File: src/rtl/fetch_ctrl_pkg.sv
// Shared constants and state encoding for the instruction-fetch controller.
package fetch_ctrl_pkg;

    // PC loaded by reset and the inclusive bounds of the legal fetch window.
    localparam logic [31:0] PC_RESET = 32'h0000_3000;
    localparam logic [31:0] PC_MIN   = 32'h0000_3000;
    localparam logic [31:0] PC_MAX   = 32'h0000_6FFC;

    typedef enum logic [1:0] {
        ST_FETCH = 2'b00,
        ST_HOLD  = 2'b01,
        ST_ERR   = 2'b10
    } fetch_state_t;

endpackage : fetch_ctrl_pkg

File: src/rtl/fetch_ctrl_if.sv
// Bundle of the fetch controller's pipeline, memory and status signals.
// master: the fetch controller itself; slave: the surrounding pipeline/memory.
interface fetch_ctrl_if;

    logic        stall;
    logic [31:0] npc;
    logic        imem_req;
    logic [31:0] imem_addr;
    logic        imem_ready;
    logic [31:0] imem_rdata;
    logic [31:0] F_pc;
    logic [31:0] F_instr;
    logic        F_valid;
    logic        pc_err;
    logic [31:0] fetch_cnt;

    modport master (
        input  stall,
        input  npc,
        input  imem_ready,
        input  imem_rdata,
        output imem_req,
        output imem_addr,
        output F_pc,
        output F_instr,
        output F_valid,
        output pc_err,
        output fetch_cnt
    );

    modport slave (
        output stall,
        output npc,
        output imem_ready,
        output imem_rdata,
        input  imem_req,
        input  imem_addr,
        input  F_pc,
        input  F_instr,
        input  F_valid,
        input  pc_err,
        input  fetch_cnt
    );

endinterface : fetch_ctrl_if

File: src/rtl/fetch_ctrl_pc_check.sv
// Next-PC legality check: word aligned and inside the fetch window.
module pc_check
    import fetch_ctrl_pkg::*;
(
    input  logic [31:0] pc,
    output logic        legal
);

    logic w_aligned;
    logic w_in_range;

    assign w_aligned  = (pc[1:0] == 2'b00);
    assign w_in_range = (pc >= PC_MIN) && (pc <= PC_MAX);
    assign legal      = w_aligned && w_in_range;

endmodule : pc_check

File: src/rtl/fetch_ctrl.sv
// Instruction-fetch controller feeding the F/D pipeline register.
//
// state    | meaning
// ---------+--------------------------------------------------------------
// ST_FETCH | request outstanding at F_pc; a ready word is offered directly
// ST_HOLD  | word arrived while stalled; offered from the hold buffer
// ST_ERR   | illegal next PC seen on acceptance; frozen until reset
//
// imem_req and F_valid depend only on state and imem_ready, never on npc,
// so the next-PC unit cannot close a loop through the request/valid path.
module fetch_ctrl
    import fetch_ctrl_pkg::*;
(
    input  logic         clk,
    input  logic         reset,
    fetch_ctrl_if.master bus
);

    fetch_state_t r_state;
    fetch_state_t w_state_nxt;

    logic [31:0] r_f_pc;
    logic [31:0] w_f_pc_nxt;
    logic [31:0] r_hold;
    logic [31:0] w_hold_nxt;
    logic [31:0] r_fetch_cnt;
    logic [31:0] w_fetch_cnt_nxt;
    logic        r_pc_err;
    logic        w_pc_err_nxt;

    logic        w_req;
    logic        w_valid;
    logic [31:0] w_instr;
    logic        w_accept;
    logic        w_npc_legal;

    pc_check u_pc_check (
        .pc    (bus.npc),
        .legal (w_npc_legal)
    );

    // Per-state memory request and the word offered to the F/D register.
    always_comb begin
        w_req   = 1'b0;
        w_valid = 1'b0;
        w_instr = r_hold;
        unique case (r_state)
            ST_FETCH: begin
                w_req   = 1'b1;
                w_valid = bus.imem_ready;
                w_instr = bus.imem_rdata;
            end
            ST_HOLD: begin
                w_valid = 1'b1;
            end
            default: begin
                w_valid = 1'b0;
            end
        endcase
        w_accept = w_valid & ~bus.stall;
    end

    // Next-state, PC advance, hold-buffer capture and acceptance bookkeeping.
    always_comb begin
        w_state_nxt     = r_state;
        w_f_pc_nxt      = r_f_pc;
        w_hold_nxt      = r_hold;
        w_fetch_cnt_nxt = r_fetch_cnt;
        w_pc_err_nxt    = r_pc_err;

        unique case (r_state)
            ST_FETCH: begin
                // A word that arrives under stall must be parked, since the
                // memory is free to change imem_rdata once the request drops.
                if (bus.imem_ready && bus.stall) begin
                    w_hold_nxt  = bus.imem_rdata;
                    w_state_nxt = ST_HOLD;
                end
            end
            ST_HOLD: begin
                w_state_nxt = ST_HOLD;
            end
            ST_ERR: begin
                w_state_nxt  = ST_ERR;
                w_pc_err_nxt = 1'b1;
            end
            default: begin
                // Unused encoding: park in the error state rather than guess.
                w_state_nxt  = ST_ERR;
                w_pc_err_nxt = 1'b1;
            end
        endcase

        if (w_accept) begin
            // The accepted instruction counts even when its successor is bad.
            w_fetch_cnt_nxt = r_fetch_cnt + 32'd1;
            if (w_npc_legal) begin
                w_f_pc_nxt  = bus.npc;
                w_state_nxt = ST_FETCH;
            end else begin
                w_pc_err_nxt = 1'b1;
                w_state_nxt  = ST_ERR;
            end
        end
    end

    // State and datapath registers; reset wins over any same-cycle event.
    always_ff @(posedge clk) begin
        if (reset) begin
            r_state     <= ST_FETCH;
            r_f_pc      <= PC_RESET;
            r_hold      <= 32'h0000_0000;
            r_fetch_cnt <= 32'h0000_0000;
            r_pc_err    <= 1'b0;
        end else begin
            r_state     <= w_state_nxt;
            r_f_pc      <= w_f_pc_nxt;
            r_hold      <= w_hold_nxt;
            r_fetch_cnt <= w_fetch_cnt_nxt;
            r_pc_err    <= w_pc_err_nxt;
        end
    end

    assign bus.imem_req  = w_req;
    assign bus.imem_addr = r_f_pc;
    assign bus.F_pc      = r_f_pc;
    assign bus.F_instr   = w_instr;
    assign bus.F_valid   = w_valid;
    assign bus.pc_err    = r_pc_err;
    assign bus.fetch_cnt = r_fetch_cnt;

endmodule : fetch_ctrl
File: src/flat_wrapper.sv
// flat-port wrapper written by rule: the top's interface ports become plain ports
module fetch_ctrl_flat import fetch_ctrl_pkg::*;
  (clk, reset, bus_stall, bus_npc, bus_imem_ready, bus_imem_rdata, bus_imem_req, bus_imem_addr, bus_F_pc, bus_F_instr, bus_F_valid, bus_pc_err, bus_fetch_cnt);
  fetch_ctrl_if bus_i ();
  input  logic clk;
  input  logic reset;
  input wire logic [$bits(bus_i.stall)-1:0] bus_stall;
  input wire logic [$bits(bus_i.npc)-1:0] bus_npc;
  input wire logic [$bits(bus_i.imem_ready)-1:0] bus_imem_ready;
  input wire logic [$bits(bus_i.imem_rdata)-1:0] bus_imem_rdata;
  output wire logic [$bits(bus_i.imem_req)-1:0] bus_imem_req;
  output wire logic [$bits(bus_i.imem_addr)-1:0] bus_imem_addr;
  output wire logic [$bits(bus_i.F_pc)-1:0] bus_F_pc;
  output wire logic [$bits(bus_i.F_instr)-1:0] bus_F_instr;
  output wire logic [$bits(bus_i.F_valid)-1:0] bus_F_valid;
  output wire logic [$bits(bus_i.pc_err)-1:0] bus_pc_err;
  output wire logic [$bits(bus_i.fetch_cnt)-1:0] bus_fetch_cnt;
  assign bus_i.stall = bus_stall;
  assign bus_i.npc = bus_npc;
  assign bus_i.imem_ready = bus_imem_ready;
  assign bus_i.imem_rdata = bus_imem_rdata;
  assign bus_imem_req = bus_i.imem_req;
  assign bus_imem_addr = bus_i.imem_addr;
  assign bus_F_pc = bus_i.F_pc;
  assign bus_F_instr = bus_i.F_instr;
  assign bus_F_valid = bus_i.F_valid;
  assign bus_pc_err = bus_i.pc_err;
  assign bus_fetch_cnt = bus_i.fetch_cnt;
  fetch_ctrl u_core (.clk(clk), .reset(reset), .bus(bus_i));
endmodule
File: config.mk
export PLATFORM = sky130hd
export DESIGN_NAME = fetch_ctrl_flat
export DESIGN_NICKNAME = d
export VERILOG_FILES = /design/src/rtl/fetch_ctrl_pkg.sv /design/src/rtl/fetch_ctrl_if.sv /design/src/rtl/fetch_ctrl_pc_check.sv /design/src/rtl/fetch_ctrl.sv /design/src/flat_wrapper.sv
export SDC_FILE = /design/constraint.sdc
export NUM_CORES = 1
export LEC_CHECK = 0
export ABC_AREA = 0
export ABC_CLOCK_PERIOD_IN_PS = 2200
export CAP_MARGIN = 20
export CORE_ASPECT_RATIO = 2
export CORE_MARGIN = 2
export CORE_UTILIZATION = 28
export DETAILED_ROUTE_END_ITERATION = 6
export MAX_ROUTING_LAYER = met4
export SLEW_MARGIN = 20
export SYNTH_ARGS = -nofsm -noshare
export SYNTH_HDL_FRONTEND = slang
export SYNTH_SLANG_ARGS = --single-unit
File: constraint.sdc
create_clock -name clk -period 2.2 [get_ports clk]
set_input_delay 0.44 -clock clk [delete_from_list [all_inputs] [get_ports clk]]
set_output_delay 0.44 -clock clk [all_outputs]
set_load 0.005 [all_outputs]
* Word level (Yosys, flattened, before mapping)
Index checks and enable logic that the tools add are counted.
** Storage, ports and cells
- Input port bits :: 68
- Bits in registers :: 99
- Word-level logic and storage cells :: 30
- Output and inout port bits :: 131
** Operators by class
- $add $sub $neg :: 1
- Equal/unequal tests :: 2
- Reductions and logical operators :: 8
- Muxes and demuxes :: 10
- Bitwise gates (word level) :: 2
- Magnitude comparators :: 2
** Operators by type and width (number)
- $add A32 B1 Y32 const B :: 1
- $ge A32 B14 Y1 const B :: 1
- $le A32 B15 Y1 const B :: 1
- $mux W32 :: 1
- $mux W2 :: 3
- $logic_not A2 Y1 :: 2
- $mux W1 :: 4
- $pmux W2 S2 :: 1
- $reduce_and A2 Y1 :: 2
- $logic_and A1 B1 Y1 :: 3
- $ne A3 B1 Y1 const B :: 1
- $eq A2 B1 Y1 const B :: 1
- $pmux W1 S2 :: 1
- $reduce_or A2 Y1 :: 1
- $and A1 B1 Y1 :: 1
- $not A1 Y1 :: 1

* Longest topological paths before layout
- Word-level depth :: 5
- Gate-level depth with buffers :: 7

* Hierarchy
From an unflattened synthesis, not the netlist that was laid out.
** Unflattened totals
- Cell total of the unflattened synthesis :: 565
- Area total of the unflattened synthesis :: 4636.9 um^2
** Modules (own cells, without submodules)
- fetch_ctrl :: times used 1, area an instance 4554.4 um^2, cells each 556, seq. area each 1981.9 um^2
- pc_check :: times used 1, area an instance 82.6 um^2, cells each 9, seq. area each 0.0 um^2

* Least setup slack after synthesis
OpenSTA, ideal clock, no wires.
- Kind :: input -> register
- From :: input port bus_npc[31]
- To :: register u_core.r_f_pc[21] (netlist: u_core.bus.F_pc[21])
- Arrival :: 1847 ps
- Library setup time :: 115 ps
- Buffers on the path :: 1
- Stages on the path :: 6
- Slack :: 238 ps
- Path through :: nor4_1 -> nand3_1 -> nor4b_4 -> nor2_2 -> clkbuf_1 -> and2_1
** On the way
- Longest elaborated chain between the ends :: 4
- Elaborated cells on any way between the ends :: 5
** RTL lines
- start: declaration :: RTL line flat_wrapper.sv:8 : input wire logic [$bits(bus_i.npc)-1:0] bus_npc;
- $ge A32 B14 Y1 / $le A32 B15 Y1 (equally long branches) :: RTL line fetch_ctrl_pc_check.sv:13 : assign w_in_range = (pc >= PC_MIN) && (pc <= PC_MAX);
- $logic_and A1 B1 Y1 * :: RTL line fetch_ctrl_pc_check.sv:13
- $logic_and A1 B1 Y1 * :: RTL line fetch_ctrl_pc_check.sv:14 : assign legal = w_aligned && w_in_range;
- $reduce_and A2 Y1 (no source line) *
- end signal: assignment :: RTL line fetch_ctrl.sv:117 : r_f_pc <= w_f_pc_nxt;
- end: declaration :: RTL line fetch_ctrl.sv:22 : logic [31:0] r_f_pc;
Mark *: on every way between the ends. The rest lies on a longest branch, timed or not.
A chain may end at the register's enable or synchronous reset.

* Worst setup path in the final report
- From :: register u_core.r_state[1]
- To :: output port bus_F_instr[11]
** On the way
- Longest elaborated chain between the ends :: 2
** RTL lines
- start: declaration :: RTL line fetch_ctrl.sv:19 : fetch_state_t r_state;
- start signal: assignment :: RTL line fetch_ctrl.sv:116 : r_state <= w_state_nxt;
- $logic_not A2 Y1 :: RTL line fetch_ctrl.sv:47 : unique case (r_state)
- $mux W32 :: RTL line fetch_ctrl.sv:47
- end: declaration :: RTL line flat_wrapper.sv:14 : output wire logic [$bits(bus_i.F_instr)-1:0] bus_F_instr;
No other way between the ends.

==> impl_metrics.yaml <==
timing:
  worst_hold_slack_ns: 0.330
  rsz0062_at_grt: "true"
  setup_viol: 0
  final-hold-violation-count: 0
  period_needed_ns: 2.15
  skew_ns: 0.00839
  relSlewSlack_pct: 61.7
  drv_slew: 0
  fmax_mhz: 466
  fin_crit_sh_pct: 97.6
  worst_slew_pin_slew_ns: 0.575
clocking:
  cts_buffers: 9
  clk_path_buf_depth: 2
  numClockSinks: 99
  cts_root_buf: "clkbuf_16"
  clk-insertion-delay-late_ns: 0.34
  cts_tree: "yes"
  clk_pin_slew_ns: 0.07
  h-tree-depth: 3
  hold_buffers: 0
setup_path:
  crit_path_start_kind: "register"
  path_max_fanout: 9
  reg2reg_depth: 6
  critPathCaptureType: "output port"
  rrSetupSlack_ns: 0.27
  path_buf_inv: 3
  critPathMaxStageDelay_ns: 0.36
  arrival_ns: 1.71
  r2r-end: "u_core.bus.fetch_cnt[14]"
  reg2reg_from: "u_core.bus.fetch_cnt[0]"
  cp.required_ns: 1.76
  crit_family: "buffers and inverters"
  cp_cell_sequence: "nor2_4 > buf_4 > buf_16 > mux2_2 > dlygate4sd2_1"
  crit_path_top_delay_cell: "dfxtp_4"
  setup.worst_path.class: "reg -> out"
logic_synthesis:
  syn_avg_cell_area_um2: 9.08
  synth_area_um2: 4380
  synth-simple-area-share_pct: 24.2
  synth-compound-area-share_pct: 5.23
  synth.top_cell.area_share_pct: 45.3
  yosys.area_share.xor_xnor_pct: 6.00
  synth-async-reset-ratio_pct: 0
  synth_top_family_by_area: "simple AND/OR/NAND/NOR gates"
  syn_inst: 482
  synth_edf_count: 0
  synth_fa_ha_area_share_pct: 0.286
  ys_seq_elements: 99
  yosysTopAreaCell: "dfxtp_1"
  yosysWarnings: 0
  ys_types: 36
  synth_nets: 551
  synthMuxAreaShare_pct: 10.7
  synth_area_leaders: "dfxtp_1 (45%), mux2_2 (8.2%), nand2_1 (6.8%)"
  synth_flop_cell: "dfxtp_1"
  ys_seq_area_share_pct: 45.3
global_routing:
  overflow: 0
  grt_pass1_wl_um: 20300
  antenna_found_initial: 0
  grt_pass1_vias: 4109
  grt_max_degree: 54
  grt_use_total_pct: 15.5
floorplan:
  core_um2: 15300
  fp-row-count: 64
  die_area_um2: 16700
  chipWidth_um: 92.4
  start_util_pct: 28.6
  ioPinCount: 199
  die_h_um: 181
place:
  placed_area_um2: 6480
  gp_congestion: 0.783
  hpwl_um: 9140
  port_buffers: 198
power:
  p_total_uw: 4030
  p_leak_uw: 0.00252
  vdd_drop_max_v: 0.000423
  power.density_nw_per_um2: 584
layout:
  fin_nets: 736
  drive_gt1_share_pct: 14.6
  final_cell_mix: "clkdlybuf4s50_1 (165), dfxtp_1 (97), nand2_1 (79)"
  final_area_um2: 6890
  final_common_cell: "clkdlybuf4s50_1"
  area_growth_pct: 57.4
  antenna_cells: 0
routing:
  viasPerCell: 4.56
  dr.pass1.iters: 4
  routedWlPerCell_um: 14.2
  ant_nets: 0
  route.vias.total: 3965
  drt_wl_total_um: 12300
  drc: 0
  drt_iter0_drc: 110
worst_hold_path:
  hold_path_depth: 2
  hold_class: "in -> reg"
  hold_path.startpoint: "reset"
  hold-path-endpoint: "u_core.bus.F_pc[2]"
status:
  status: "finished, final reports clean"
job:
  cap_violations: 0
power breakdown:
part	leakage (µW)	internal, µW	switching (µW)
clock	0.000150	920	682
combinational	0.00157	353	224
sequential	0.000802	1830	20.6
cells in the mapped netlist, types with 4 or more instances:
master / instances
a21oi_1: 39
and2_1: 20
and4_1: 4
buf_4: 32
clkbuf_1: 20
dfxtp_1: 99
inv_1: 4
mux2_2: 32
mux2i_1: 11
nand2_1: 79
nand3_1: 11
nand4_1: 5
nor2_1: 45
nor3_1: 10
nor4_1: 8
nor4_2: 6
xnor2_1: 19
xor2_1: 11
worst reg2reg max path, cell delays in order, from the launching register on:
cell and delay [ns]:
dfxtp_1 0.40, ha_1 0.19, and4b_1 0.21, or4b_1 0.44
buf_4 0.18, or3_1 0.31, a21oi_1 0.14
layout make-up:
class	count	area [µm²]
Fill cell	1457	8400
Multi-Input combinational cell	323	2040
Inverter	5	18.8
Sequential cell	99	1990
Tap cell	198	248
Clock inverter	5	61.3
Timing Repair Buffer	229	2290
Clock buffer	11	243
flip-flops by register name, indices dropped and copies added, names as in the netlist:
signal,flops
u_core.r_state,2
u_core.bus.F_pc,32
u_core.bus.fetch_cnt,32
u_core.r_hold,32
u_core.bus.pc_err,1
routing by layer:
metal / share of wire [%] / track usage (%)
met4: 0.88 / 4.24
met5: 0 / -
met3: 5.0 / 3.25
met1: 36 / 14.8
met2: 58 / 30.2
logic make-up (layout without fill, tap and decap cells):
logic type | count (synthesis) | count (layout)
AND/OR/NAND/NOR | 206 | 206
flip-flops | 99 | 99
buffers and inverters | 60 | 250
AO/OA/AOI/OAI | 43 | 43
multiplexers | 43 | 43
XOR/XNOR | 30 | 30
adder cells (fa/ha/maj) | 1 | 1
stage by stage:
step           std cells  setup slack [ns]  util (%)  setup TNS [ns]
2_1_floorplan        482             0.238         -               0
3_3_place_gp         845           -0.0849      42.4           -2.77
3_5_place_dp         845            -0.155      42.4           -4.70
4_1_cts              870           0.00730      45.0               0
5_1_grt              870           -0.0138      45.1         -0.0780
6_report             870            0.0519      45.1               0
timing repair:
item	4_1_cts	5_1_grt
setup endpoints to repair	32	18
pin swaps	1	1
gates resized for setup	40	12
cloned	3	0
setup buffers	6	0
worst max path at each step:
| stage | from | end | slack (ns) | cells after the start |
|---|---|---|---|---|
| after floorplan | bus_npc[31] | u_core.bus.F_pc[21] | 0.24 | 6 |
| after global placement | bus_npc[31] | u_core.bus.F_pc[29] | -0.08 | 7 |
| after detailed placement | bus_imem_ready | u_core.bus.F_pc[24] | -0.15 | 8 |
| after CTS | u_core.r_state[0] | bus_F_instr[0] | 0.007 | 6 |
| after global routing | u_core.r_state[1] | bus_F_instr[1] | -0.01 | 5 |
| final | u_core.r_state[1] | bus_F_instr[11] | 0.05 | 5 |
(Power assumes the default switching activity.)
